<file path="src/rtl/mem_req_initiator.sv">
// -----------------------------------------------------------------------------
// mem_req_initiator
//
// Single-outstanding bus master front end for the vproc memory request
// interface. A command taken on the cmd_* valid/ready port is issued as a
// one-cycle request strobe. The block then waits for rvalid/err or a timeout,
// and presents the result on the rsp_* valid/ready port until it is consumed.
// The timeout exists because some targets (GPIO/timer writes, reserved space)
// never answer.
//
// Ports
//   clk, rst                 clock (rising edge), asynchronous active-low reset
//   cmd_valid/cmd_ready      command handshake
//   cmd_addr/we/be/wdata     command payload (byte address, write, enables, data)
//   rsp_valid/rsp_ready      response handshake, response held until accepted
//   rsp_rdata/err/timeout    captured read data, error seen, no answer in time
//   busy                     registered (state != IDLE)
//   vproc_mem_req_o          request strobe, one cycle per command
//   vproc_mem_addr/we/be/wdata_o  request payload, zero outside the strobe
//   vproc_mem_rvalid/err/rdata_i  responder return path
// -----------------------------------------------------------------------------
module mem_req_initiator #(
    parameter int unsigned MEM_W          = 32,
    parameter int unsigned TIMEOUT_CYCLES = 64
) (
    input  logic               clk,
    input  logic               rst,

    input  logic               cmd_valid,
    output logic               cmd_ready,
    input  logic [31:0]        cmd_addr,
    input  logic               cmd_we,
    input  logic [MEM_W/8-1:0] cmd_be,
    input  logic [MEM_W-1:0]   cmd_wdata,

    output logic               rsp_valid,
    input  logic               rsp_ready,
    output logic [MEM_W-1:0]   rsp_rdata,
    output logic               rsp_err,
    output logic               rsp_timeout,

    output logic               busy,

    output logic               vproc_mem_req_o,
    output logic [31:0]        vproc_mem_addr_o,
    output logic               vproc_mem_we_o,
    output logic [MEM_W/8-1:0] vproc_mem_be_o,
    output logic [MEM_W-1:0]   vproc_mem_wdata_o,
    input  logic               vproc_mem_rvalid_i,
    input  logic               vproc_mem_err_i,
    input  logic [MEM_W-1:0]   vproc_mem_rdata_i
);

    localparam int unsigned BE_W  = MEM_W / 8;
    localparam int unsigned CNT_W = $clog2(TIMEOUT_CYCLES) + 1;
    // Last WAIT cycle index; the counter stops here so it can never wrap.
    localparam logic [CNT_W-1:0] CNT_LAST = CNT_W'(TIMEOUT_CYCLES - 1);

    typedef enum logic [1:0] {
        S_IDLE,
        S_REQ,
        S_WAIT,
        S_RESP
    } state_e;

    state_e             state_q,     state_d;
    logic [CNT_W-1:0]   cnt_q,       cnt_d;
    logic [31:0]        addr_q,      addr_d;
    logic               we_q,        we_d;
    logic [BE_W-1:0]    be_q,        be_d;
    logic [MEM_W-1:0]   wdata_q,     wdata_d;
    logic [MEM_W-1:0]   rdata_q,     rdata_d;
    logic               err_q,       err_d;
    logic               timeout_q,   timeout_d;
    logic               cmd_ready_q, cmd_ready_d;
    logic               busy_q,      busy_d;

    logic               resp_seen;

    assign resp_seen = vproc_mem_rvalid_i | vproc_mem_err_i;

    // -------------------------------------------------------------------------
    // Next-state and datapath update
    // -------------------------------------------------------------------------
    always_comb begin
        // NOTE: every signal written here gets a default first; a path that
        // skips an assignment would otherwise infer a latch.
        state_d   = state_q;
        cnt_d     = cnt_q;
        addr_d    = addr_q;
        we_d      = we_q;
        be_d      = be_q;
        wdata_d   = wdata_q;
        rdata_d   = rdata_q;
        err_d     = err_q;
        timeout_d = timeout_q;

        unique case (state_q)
            S_IDLE: begin
                if (cmd_valid && cmd_ready_q) begin
                    addr_d  = cmd_addr;
                    we_d    = cmd_we;
                    be_d    = cmd_be;
                    wdata_d = cmd_wdata;
                    state_d = S_REQ;
                end
            end

            S_REQ: begin
                // Return-path activity during the strobe cycle cannot belong
                // to this request yet and is deliberately not looked at.
                cnt_d   = '0;
                state_d = S_WAIT;
            end

            S_WAIT: begin
                // A real answer wins over the timeout, even in the last cycle.
                if (resp_seen) begin
                    rdata_d   = vproc_mem_rdata_i;
                    err_d     = vproc_mem_err_i;
                    timeout_d = 1'b0;
                    state_d   = S_RESP;
                end else if (cnt_q == CNT_LAST) begin
                    rdata_d   = '0;
                    err_d     = 1'b0;
                    timeout_d = 1'b1;
                    state_d   = S_RESP;
                end else begin
                    cnt_d = cnt_q + CNT_W'(1);
                end
            end

            S_RESP: begin
                if (rsp_ready) begin
                    state_d = S_IDLE;
                end
            end

            default: state_d = S_IDLE;
        endcase

        // Registered flags are computed from the next state so they line up
        // with the state register and are low throughout reset.
        cmd_ready_d = (state_d == S_IDLE);
        busy_d      = (state_d != S_IDLE);
    end

    // -------------------------------------------------------------------------
    // State and data registers
    // -------------------------------------------------------------------------
    always_ff @(posedge clk or negedge rst) begin
        if (!rst) begin
            state_q     <= S_IDLE;
            cnt_q       <= '0;
            // NOTE: the payload and response registers are reset as well; they
            // are few bits and it keeps every output at zero out of reset.
            addr_q      <= '0;
            we_q        <= 1'b0;
            be_q        <= '0;
            wdata_q     <= '0;
            rdata_q     <= '0;
            err_q       <= 1'b0;
            timeout_q   <= 1'b0;
            cmd_ready_q <= 1'b0;
            busy_q      <= 1'b0;
        end else begin
            // NOTE: non-blocking assignments so every register samples the
            // values from before this edge, independent of statement order.
            state_q     <= state_d;
            cnt_q       <= cnt_d;
            addr_q      <= addr_d;
            we_q        <= we_d;
            be_q        <= be_d;
            wdata_q     <= wdata_d;
            rdata_q     <= rdata_d;
            err_q       <= err_d;
            timeout_q   <= timeout_d;
            cmd_ready_q <= cmd_ready_d;
            busy_q      <= busy_d;
        end
    end

    // -------------------------------------------------------------------------
    // Outputs: request fields only during the strobe, response fields only
    // while the response is being offered.
    // -------------------------------------------------------------------------
    assign cmd_ready         = cmd_ready_q;
    assign busy              = busy_q;

    assign vproc_mem_req_o   = (state_q == S_REQ);
    assign vproc_mem_addr_o  = vproc_mem_req_o ? addr_q  : '0;
    assign vproc_mem_we_o    = vproc_mem_req_o ? we_q    : 1'b0;
    assign vproc_mem_be_o    = vproc_mem_req_o ? be_q    : '0;
    assign vproc_mem_wdata_o = vproc_mem_req_o ? wdata_q : '0;

    assign rsp_valid         = (state_q == S_RESP);
    assign rsp_rdata         = rsp_valid ? rdata_q   : '0;
    assign rsp_err           = rsp_valid ? err_q     : 1'b0;
    assign rsp_timeout       = rsp_valid ? timeout_q : 1'b0;

endmodule

</file>
<file path="config.mk">
export PLATFORM = sky130hd
export DESIGN_NAME = mem_req_initiator
export DESIGN_NICKNAME = d
export VERILOG_FILES = /design/src/rtl/mem_req_initiator.sv
export SDC_FILE = /design/constraint.sdc
export NUM_CORES = 1
export LEC_CHECK = 0
export CAP_MARGIN = 15
export CORE_MARGIN = 2
export CORE_UTILIZATION = 39
export DETAILED_ROUTE_END_ITERATION = 8
export PLACE_DENSITY_LB_ADDON = 0.2
export REMOVE_ABC_BUFFERS = 1
export SYNTH_ARGS = -nofsm -noshare
export SYNTH_HDL_FRONTEND = slang
export SYNTH_SLANG_ARGS = --single-unit
</file>
<file path="constraint.sdc">
create_clock -name clk -period 1.75 [get_ports clk]
set_clock_uncertainty 0.2 [all_clocks]
set_input_delay 0.35 -clock clk [delete_from_list [all_inputs] [get_ports clk]]
set_output_delay 0.35 -clock clk [all_outputs]
set_load 0.03 [all_outputs]
</file>
Word level (Yosys, flattened, before mapping):

Index checks and enable logic that the tools add are counted.
Widths: inputs -> output; s select.

* eq/ne operators: 6
* reduce and logical (&&, ||, !) cells: 9
* bitwise operators: 1
* muxes and demuxes: 21
* add/sub/neg operators: 1

Operators by type and width (count)
* $mux 32: 5
* $mux 7: 2
* $pmux 7 s2: 1
* $mux 2: 4
* $pmux 2 s4: 1
* $add 7x1->7 const B: 1
* $eq 7x6->1 const B: 1
* $mux 1: 7
* $reduce_bool 2->1: 3
* $eq 2x2->1 const B: 2
* $logic_not 2->1: 2
* $mux 4: 1
* $ne 2x2->1 const B: 2
* $reduce_and 2->1: 2
* $reduce_and 3->1: 1
* $eq 2x1->1 const B: 1
* $logic_and 1x1->1: 1
* $or 1x1->1: 1

* bits of input ports: 107
* output and inout port bits: 107
* register bits: 114
* logic and storage cells: 49

Longest topological paths before layout:

* depth in word-level cells: 5
* mapped depth: 8
* mapped depth without buffers: 6

Least setup slack after synthesis:

Ideal clock, no wire load.

* kind: register to output
* start: register state_q[1]
* end: output port vproc_mem_wdata_o[21]
* data arrival time: 1678 ps
* setup slack: -478 ps
* buffers on the path: 2
* cell stages (with the launch flop): 6
* required time: 1200 ps
* path through: dfrtp_1 inv_1 ha_1 clkbuf_1 clkbuf_1 and2_1

* word-level cells in the longest chain between the ends: 2

RTL lines
* from (decl): RTL line 66 `state_e state_q, state_d;`
* from (signal assigned): RTL line 169 `state_q <= state_d;`
* $eq 2x1->1: RTL line 190 `assign vproc_mem_req_o = (state_q == S_REQ);`
* via vproc_mem_req_o: RTL line 44 `output logic vproc_mem_req_o,`
* $mux 32: RTL line 194 `assign vproc_mem_wdata_o = vproc_mem_req_o ? wdata_q : '0;`
* to (decl): RTL line 48 `output logic [MEM_W-1:0] vproc_mem_wdata_o,`

The timed path passes the listed nets, and every way through them passes these cells.

Worst setup path in the final report:

* start: register state_q[0]
* end: output port vproc_mem_wdata_o[17]

* word-level cells in the longest chain between the ends: 2

RTL lines (RTL line)
* $eq 2x1->1: 190
* $mux 32: 194

No other way between the ends.

==> results.py <==
metrics = {
    "finish": {
        "nets": 798,
        "nFillCells": 859,
        "area_growth_pct": 82.9,
        "antennaDiodeCount": 0,
        "drive_above_1_share_pct": 50.9,
    },
    "power": {
        "power.share.clock_pct": 21.2,
        "power.density_mw_per_mm2": 1770,
        "power.leakage_uw": 0.00433,
        "combPwrFrac_pct": 51.0,
        "power.share.sequential_pct": 27.9,
        "finalPower_uw": 16400,
        "p_sw_share_pct": 34.3,
        "internal_power_uw": 10800,
        "irDropWorstVdd_uv": 720,
        "switching_power_uw": 5640,
    },
    "grt": {
        "antenna_found_initial": 0,
        "grt_max_degree": 56,
        "grt_pass1_vias": 4568,
        "gr-total-overflow": 0,
        "track_usage_pct": 21.8,
        "grt_pass1_wl_um": 23900,
    },
    "timing": {
        "finalCriticalPeriod_ns": 2.19,
        "finalMaxSlewViolations": 0,
        "worst_slack_ns": -0.437,
        "finalCritPeriodShare_pct": 125,
        "rsz0062_at_grt": "yes",
        "setup_viol": 217,
        "worst_slew_pin_slew_ns": 0.378,
        "relSlewSlack_pct": 74.8,
        "finalHoldViolations": 0,
        "whs_ns": 0.151,
        "max_freq_ghz": 0.457,
    },
    "clock_network": {
        "cts.reportedPaths.clkPinSlew_ns": 0.05,
        "cts_max_level": 4,
        "cts_tree": "done",
        "cts_buffer_depth": 2,
        "cts_made_buffers": 17,
        "cts_sinks": 114,
        "cts_root_buf": "clkbuf_16",
        "insertion_delay_ns": 0.41,
    },
    "placed_design": {
        "hpwl_um": 9290,
        "place.gp.congestion": 0.805,
        "port_buffers": 213,
    },
    "floorplanning": {
        "io_pins": 214,
        "rows": 41,
        "chipHeight_um": 118,
        "start_util_pct": 40.1,
        "coreArea_sq_mm": 0.0127,
        "die_w_um": 118,
        "die_area_sq_mm": 0.0140,
    },
    "worst_setup_path": {
        "crit_path_cell_trace": "buf_6, ha_4, buf_4, buf_6, and2_4, buf_6",
        "critPathCaptureType": "primary output",
        "crit_top_cell": "buf_6",
        "cp_max_fo": 5,
        "arrival_ns": 1.64,
        "cp.required_ns": 1.20,
        "crit_family": "buffers and inverters",
        "critPathKind": "reg -> out",
        "cp-start-kind": "register",
        "slowest_delay_ns": 0.38,
        "cp_num_buf_inv": 4,
        "slowest_stage": "dfrtp_1",
    },
    "synth": {
        "synth.top_cell.area_share_pct": 56.2,
        "synth_common_cells": "dfrtp_1 (114), and2_1 (103), mux2_2 (70)",
        "syn_avg_cell_area_sq_um": 12.5,
        "yosys_most_used_dff": "dfrtp_1",
        "yosysWarnings": 0,
        "synth.most_common_cell": "dfrtp_1",
        "synth_edf_count": 0,
        "synthTopCellsByArea": "dfrtp_1 (56%), mux2_2 (16%), and2_1 (13%)",
        "syn_inst": 407,
        "post_synth_num_cell_types": 35,
        "synth-seq-cells": 114,
        "ys_seq_area_share_pct": 56.2,
        "synth_area_sq_mm": 0.00508,
        "synth_top_area_cell": "dfrtp_1",
        "async_flop_share_pct": 100,
    },
    "drt": {
        "drt_wl_total_um": 15900,
        "dr_wl_met3_um": 1110,
        "dr_wl_met2_um": 7970,
        "wire_per_inst_um": 18.4,
        "route.antenna.remaining_nets": 0,
        "drc": 0,
        "vias_per_cell": 4.97,
        "routedLengthMet1_um": 6660,
        "drt_first_iter_violations": 156,
        "vias": 4312,
        "firstDrtPassIters": 4,
        "top_layer": "met4",
    },
    "status": {
        "violations": "negative setup slack",
        "outcome": "complete, but fails checks",
    },
    "min_path": {
        "hold_class": "in -> async",
    },
    "job": {
        "maxCapViolations": 0,
    },
}
registers in the layout, summed over array words and instances, names as in the netlist:
| name | flops |
|---|---|
| addr_q | 32 |
| be_q | 4 |
| busy | 1 |
| cmd_ready | 1 |
| cnt_q | 7 |
| err_q | 1 |
| rdata_q | 32 |
| state_q | 2 |
| timeout_q | 1 |
| wdata_q | 32 |
| we_q | 1 |
kinds of logic (layout without fill, tap and decap cells):
logic type,after synthesis,after routing,share of synthesized area (%)
buf+inv,31,320,2.76
compound gates,53,53,8.33
simple gates,131,131,15.4
flops,114,114,56.2
fa+ha+maj,6,6,1.48
mux,71,71,15.7
xor+xnor,1,1,0.172
stage by stage:
stage | TNS, ns | utilization [%] | cells | area, sq um | worst slack [ns]
floorplan | -199.97 | - | 380 | 4950 | -1.59
global placement | -22.22 | 58.2 | 793 | 7370 | -0.246
detailed placement | -29.03 | 58.2 | 793 | 7370 | -0.288
CTS | -58.72 | 70.3 | 851 | 8910 | -0.422
global route | -71.31 | 73.3 | 868 | 9290 | -0.489
finish | -58.11 | 73.3 | 868 | 9290 | -0.437
power by group through the flow:
| stage | combinational (uW) | clock, uW | sequential (uW) |
|---|---|---|---|
| after floorplan | 3870 | 0 | 4330 |
| after global placement | 6110 | 0 | 4430 |
| after detailed placement | 6250 | 0 | 4480 |
| after CTS | 7760 | 3540 | 4510 |
| after global routing | 8860 | 3680 | 4700 |
| final | 8380 | 3480 | 4580 |
final timing paths:
check                      cells past startpoint        from                     to  slack [ns]
setup / recovery                               6  state_q[0]  vproc_mem_wdata_o[17]       -0.44
hold / removal                                 2         rst            wdata_q[21]        0.15
setup reg to reg                               8  state_q[0]            rdata_q[18]       -0.27
hold reg to reg                                1    cnt_q[6]               cnt_q[6]        0.30
max in group asynchronous                      3         rst             addr_q[27]        0.65
min in group clk                               1    cnt_q[6]               cnt_q[6]        0.30
cell usage in the layout (no fill, tap or decap), drive strengths merged, types with 2 or more instances in the layout:
| cell type | Yosys | final |
|---|---|---|
| o31ai | 2 | 2 |
| a22o | 30 | 30 |
| o21ai | 10 | 10 |
| clkinv | 0 | 5 |
| dfrtp | 114 | 114 |
| ha | 6 | 6 |
| and2 | 103 | 103 |
| inv | 4 | 4 |
| clkinvlp | 0 | 3 |
| buf | 14 | 171 |
| a21boi | 2 | 2 |
| bufinv | 0 | 3 |
| clkbuf | 13 | 25 |
| nand2b | 2 | 2 |
| mux2 | 70 | 70 |
| nand3 | 3 | 3 |
| nor2 | 8 | 8 |
| clkdlybuf4s50 | 0 | 105 |
| nand2 | 8 | 8 |
| a21oi | 2 | 2 |
| or2 | 2 | 2 |
layer usage:
metal / GRT usage (%) / vias to the layer above
li1: - / 1952
met1: 26.5 / 2157
met2: 36.6 / 182
met3: 7.51 / 21
met4: 6.55 / 0
met5: 0 / -
final cells by class:
cell class                      instances  area (sq um)  area share, %
Timing Repair Buffer                  286          3240           34.9
Sequential cell                       114          2850           30.7
Multi-Input combinational cell        262          2370           25.5
Clock buffer                           19           453           4.88
Tap cell                              172           215           2.32
Clock inverter                         11           138           1.48
Inverter                                4          17.5          0.189
what timing repair did:
action,CTS,global route
pin swaps,9,3
resized for setup,166,27
setup endpoints to repair,219,219
hold buffers,1,0
gates cloned,8,9
hold endpoints to repair,114,0
buffers inserted,20,8
No activity file was read; power rests on OpenSTA's default activity.
==> RTL change 1 (config.mk and constraints unchanged) <==
Put a register stage on the outputs `rsp_err` and `rsp_timeout`. The values now appear one clock later. The other outputs are not delayed to match.
--- a/src/rtl/mem_req_initiator.sv
+++ b/src/rtl/mem_req_initiator.sv
@@ -196,6 +196,8 @@
     assign rsp_valid         = (state_q == S_RESP);
     assign rsp_rdata         = rsp_valid ? rdata_q   : '0;
-    assign rsp_err           = rsp_valid ? err_q     : 1'b0;
-    assign rsp_timeout       = rsp_valid ? timeout_q : 1'b0;
+    always_ff @(posedge clk) begin
+        rsp_err     <= rsp_valid ? err_q     : 1'b0;
+        rsp_timeout <= rsp_valid ? timeout_q : 1'b0;
+    end
 
 endmodule
Formal check against the unedited RTL: not equivalent (a bounded check fails within 10 cycles, from zero or initial values and one cycle with rst low).
==> RTL change 1 against the unedited design <==
The flow still finishes with violations (negative setup slack); synthesized area up 0.79%; fmax up 0.83%; power up 0.34%; sequential power up 2%; setup slack better by 0.018 ns; via count down 0.23%; final area up 1.0%; sequential cell count up 2; wire length up 4.6%; utilization up 0.45 points; sequential share of layout area up 0.12 points; synthesized cell count up 0.49%; critical endpoint is now vproc_mem_addr_o[31].
==> RTL change 1: results (changes against the unedited design) <==
Worst-Margin Slew -> 0.343 ns (-0.0344 ns)
Fillers -> 845 (-1.6%)
clk sink count -> 116 (+1.8%)
endpoints failing setup -> 217 (unchanged)
Layout clock buffers -> 26 (+7)
routed len/inst -> 19.1 µm (+4.2%)
Setup WS post-layout -> -0.419 ns (+0.0181 ns)
Seq/Total Area, Yosys -> 56.5% (+0.34 points)
clock network area share -> 5.75% (-0.61 points)
buffer share of cell area -> 35.3% (+0.41 points)
largest cells by area after synthesis -> dfrtp_1 56%, mux2_2 15%, and2_1 13%
first-pass GRT wire length -> 25.8 mm (+7.8%)
Avg Cell Area, Syn -> 12.5 µm² (+0.30%)
Initial DRC Count -> 168 (+7.7%)
Cell Count, Final, Fillers Out -> 871 (+0.35%)
asr flop ratio synth -> 98.3% (-1.7 points)
Reg-to-Reg End -> busy$_DFF_PN0_
failing checks -> negative setup slack
setup bufs post-CTS -> 19 (-5.0%)
post-DP HPWL -> 9.56 mm (+2.9%)
GRT Resource Usage Total -> 23.7% (+1.9 points)
leakage power -> 4.34 nW (+0.32%)
Critical Path Max Stage Delay -> 0.41 ns (+0.03 ns)
post-CTS sizing -> 174 (+4.8%)
TNS Setup -> -63.20 ns (-5.09 ns)
comb_multi_in -> 263 (+0.38%)
Synth cell types -> 36 (+2.9%)
sequential share of cell area -> 30.8% (+0.12 points)
fin nets -> 800 (+0.25%)
multi-input combinational area share -> 25.6% (+0.12 points)
largest net degree at the start of global routing -> 60 (+7.1%)
bufs w/o clock -> 285 (-0.35%)
Arr. time, crit path -> 1.62 ns (-0.02 ns)
status -> complete, but fails checks
share of cells above drive strength 1 -> 50.9% (+0.068 points)
number of global-route vias before repair -> 4780 (+4.6%)
Reg2Reg Setup Slack -> -0.36 ns (-0.09 ns)
VDD IR-drop max -> 693 µV (-3.7%)
## RTL change 1: where the power goes
group,internal (mW),total (mW),switching (mW)
clock,2.04,3.17,1.12
combinational,4.79,8.69,3.90
sequential,3.94,4.65,0.703
## RTL change 1: worst max-delay path by stage
stage,start,to,slack (ns),depth (start not counted)
2_1_floorplan,state_q[0]$_DFF_PN0_,addr_q[0]$_DFFE_PN0P_,-1.59,4
3_3_place_gp,vproc_mem_err_i,cnt_q[4]$_DFFE_PN0P_,-0.28,6
3_5_place_dp,vproc_mem_err_i,cnt_q[4]$_DFFE_PN0P_,-0.27,6
4_1_cts,state_q[1]$_DFF_PN0_,rsp_rdata[28],-0.43,5
5_1_grt,state_q[1]$_DFF_PN0_,rsp_rdata[7],-0.46,5
6_report,state_q[1]$_DFF_PN0_,vproc_mem_addr_o[31],-0.42,5
## RTL change 1: per-layer routing
metal  vias to the layer above  track usage (%)  part of all wire [%]
li1                       1963                -                     -
met1                      2129             27.6                    39
met2                       185             40.5                    52
met3                        25             8.11                   7.6
met4                         0             8.41                   1.8
met5                         -                0                     0
## RTL change 1: metrics by stage
step	setup WS (ns)	hold WS, ns	instance area (µm²)
floorplan	-1.59	-0.146	4990
global placement	-0.276	-0.00381	7440
detailed placement	-0.272	-0.00117	7440
CTS	-0.432	0.110	9100
global route	-0.462	0.142	9380
finish	-0.419	0.148	9380
## RTL change 1: logic make-up (layout without fill, tap and decap cells)
family	Yosys count	after routing	synth area share, %
muxes	71	71	15.6
AOI/OAI and AO/OA	53	53	8.26
DFF	116	116	56.5
buffers and inverters	31	320	2.74
adders and majority gates	6	6	1.47
xor gates and xnor gates	1	1	0.171
and+or+nand+nor	131	132	15.3
==> RTL change 2 (config.mk and constraints unchanged) <==
Without the edit above. `TIMEOUT_CYCLES`: 64 -> 128.
--- a/src/rtl/mem_req_initiator.sv
+++ b/src/rtl/mem_req_initiator.sv
@@ -22,5 +22,5 @@
 module mem_req_initiator #(
     parameter int unsigned MEM_W          = 32,
-    parameter int unsigned TIMEOUT_CYCLES = 64
+    parameter int unsigned TIMEOUT_CYCLES = 128
 ) (
     input  logic               clk,
Check against the original RTL: no difference found for any inputs over 10 cycles, from zero or initial values and one cycle with rst low; that may be too few to reach the edited logic, so the function may still have changed.
==> RTL change 2 against the unedited design <==
The flow still finishes with violations (negative setup slack); setup slack got worse by 0.010 ns; sequential cell count increased by 1; synthesized area is 1.9% higher; die area increased by 1.9%; sequential share of layout area increased by 1.7 points; fmax decreased by 0.46%; global-route usage shrank 1.8 points; final area is 4.4% lower; wire length shrank 6.9%; power shrank 6.6%; critical path type unchanged; largest cell class is now flip-flops and latches; largest power group unchanged.
==> RTL change 2: results (changes against the unedited design) <==
Setup WS post-layout -> -0.447 ns (-0.0100 ns)
fin nets -> 787 (-1.4%)
Net Switching -> 5.35 mW (-5.2%)
commonest cells in the synthesized netlist -> 115 x dfrtp_1, 106 x and2_1, 69 x mux2_2
GRT Resource Usage Total -> 20.1% (-1.8 points)
VDD IR-drop max -> 707 µV (-1.8%)
TNS Setup -> -58.02 ns (+0.0853 ns)
crit path launch -> state_q[1]$_DFF_PN0_
failing checks -> negative setup slack
number of global-route vias before repair -> 4379 (-4.1%)
met2 usage in global routing -> 32.5% (-4.1 points)
post-DP HPWL -> 9.52 mm (+2.5%)
Cells after DPL -> 818 (+3.2%)
Reg-to-Reg End -> busy$_DFF_PN0_
Worst setup endpoint -> rsp_rdata[25]
Global Route met3 Usage -> 6.37% (-1.1 points)
GPL Wtd Cong -> 0.873 (+8.4%)
met3 WL -> 1.06 mm (-4.1%)
maximum fanout along the worst path -> 18 (+13)
Slew headroom -> 77.5% (+2.7 points)
endpoints failing setup -> 217 (unchanged)
Register-to-Register Path Depth -> 7 (-1)
first-pass GRT wire length -> 22.3 mm (-6.8%)
mux cell area share after synthesis -> 15.0% (-0.71 points)
status -> complete, but fails checks
xor and xnor area share after synthesis -> 0% (-0.17 points)
Clk network pwr share -> 20.8% (-0.4 points)
vias per inst -> 4.91 (-1.2%)
setup bufs post-CTS -> 0 (-100%)
largest cells by area after synthesis -> dfrtp_1 56%, mux2_2 15%, and2_1 13%
wl on met1 -> 6.16 mm (-7.4%)
Placed Area -> 0.00750 mm² (+1.7%)
RTL change 2: cell types whose count changed after synthesis, moves of 3 or more:
cell,change
nand2_1,+3
and2_1,+3
nor2_1,-3
o21ai_0,+4
nand3_1,+3
RTL change 2: cells by family after synthesis:
| family | after synthesis |
|---|---|
| compound gates | 58 |
| fa+ha+maj | 6 |
| buf+inv | 31 |
| flops | 115 |
| mux | 69 |
| simple gates | 143 |
RTL change 2: cell type report:
cell class | instances | area (µm²)
Fill cell | 959 | 4200
Sequential cell | 115 | 2880
Timing Repair Buffer | 259 | 2840
Multi-Input combinational cell | 276 | 2380
Clock buffer | 26 | 499
Tap cell | 176 | 220
Clock inverter | 5 | 50.0
Inverter | 5 | 18.8
RTL change 2: critical path, stage by stage, from the launching register on:
cell and delay (ns):
dfrtp_1 0.41, buf_4 0.16, ha_4 0.20, buf_12 0.16
and2_1 0.16, buf_6 0.14
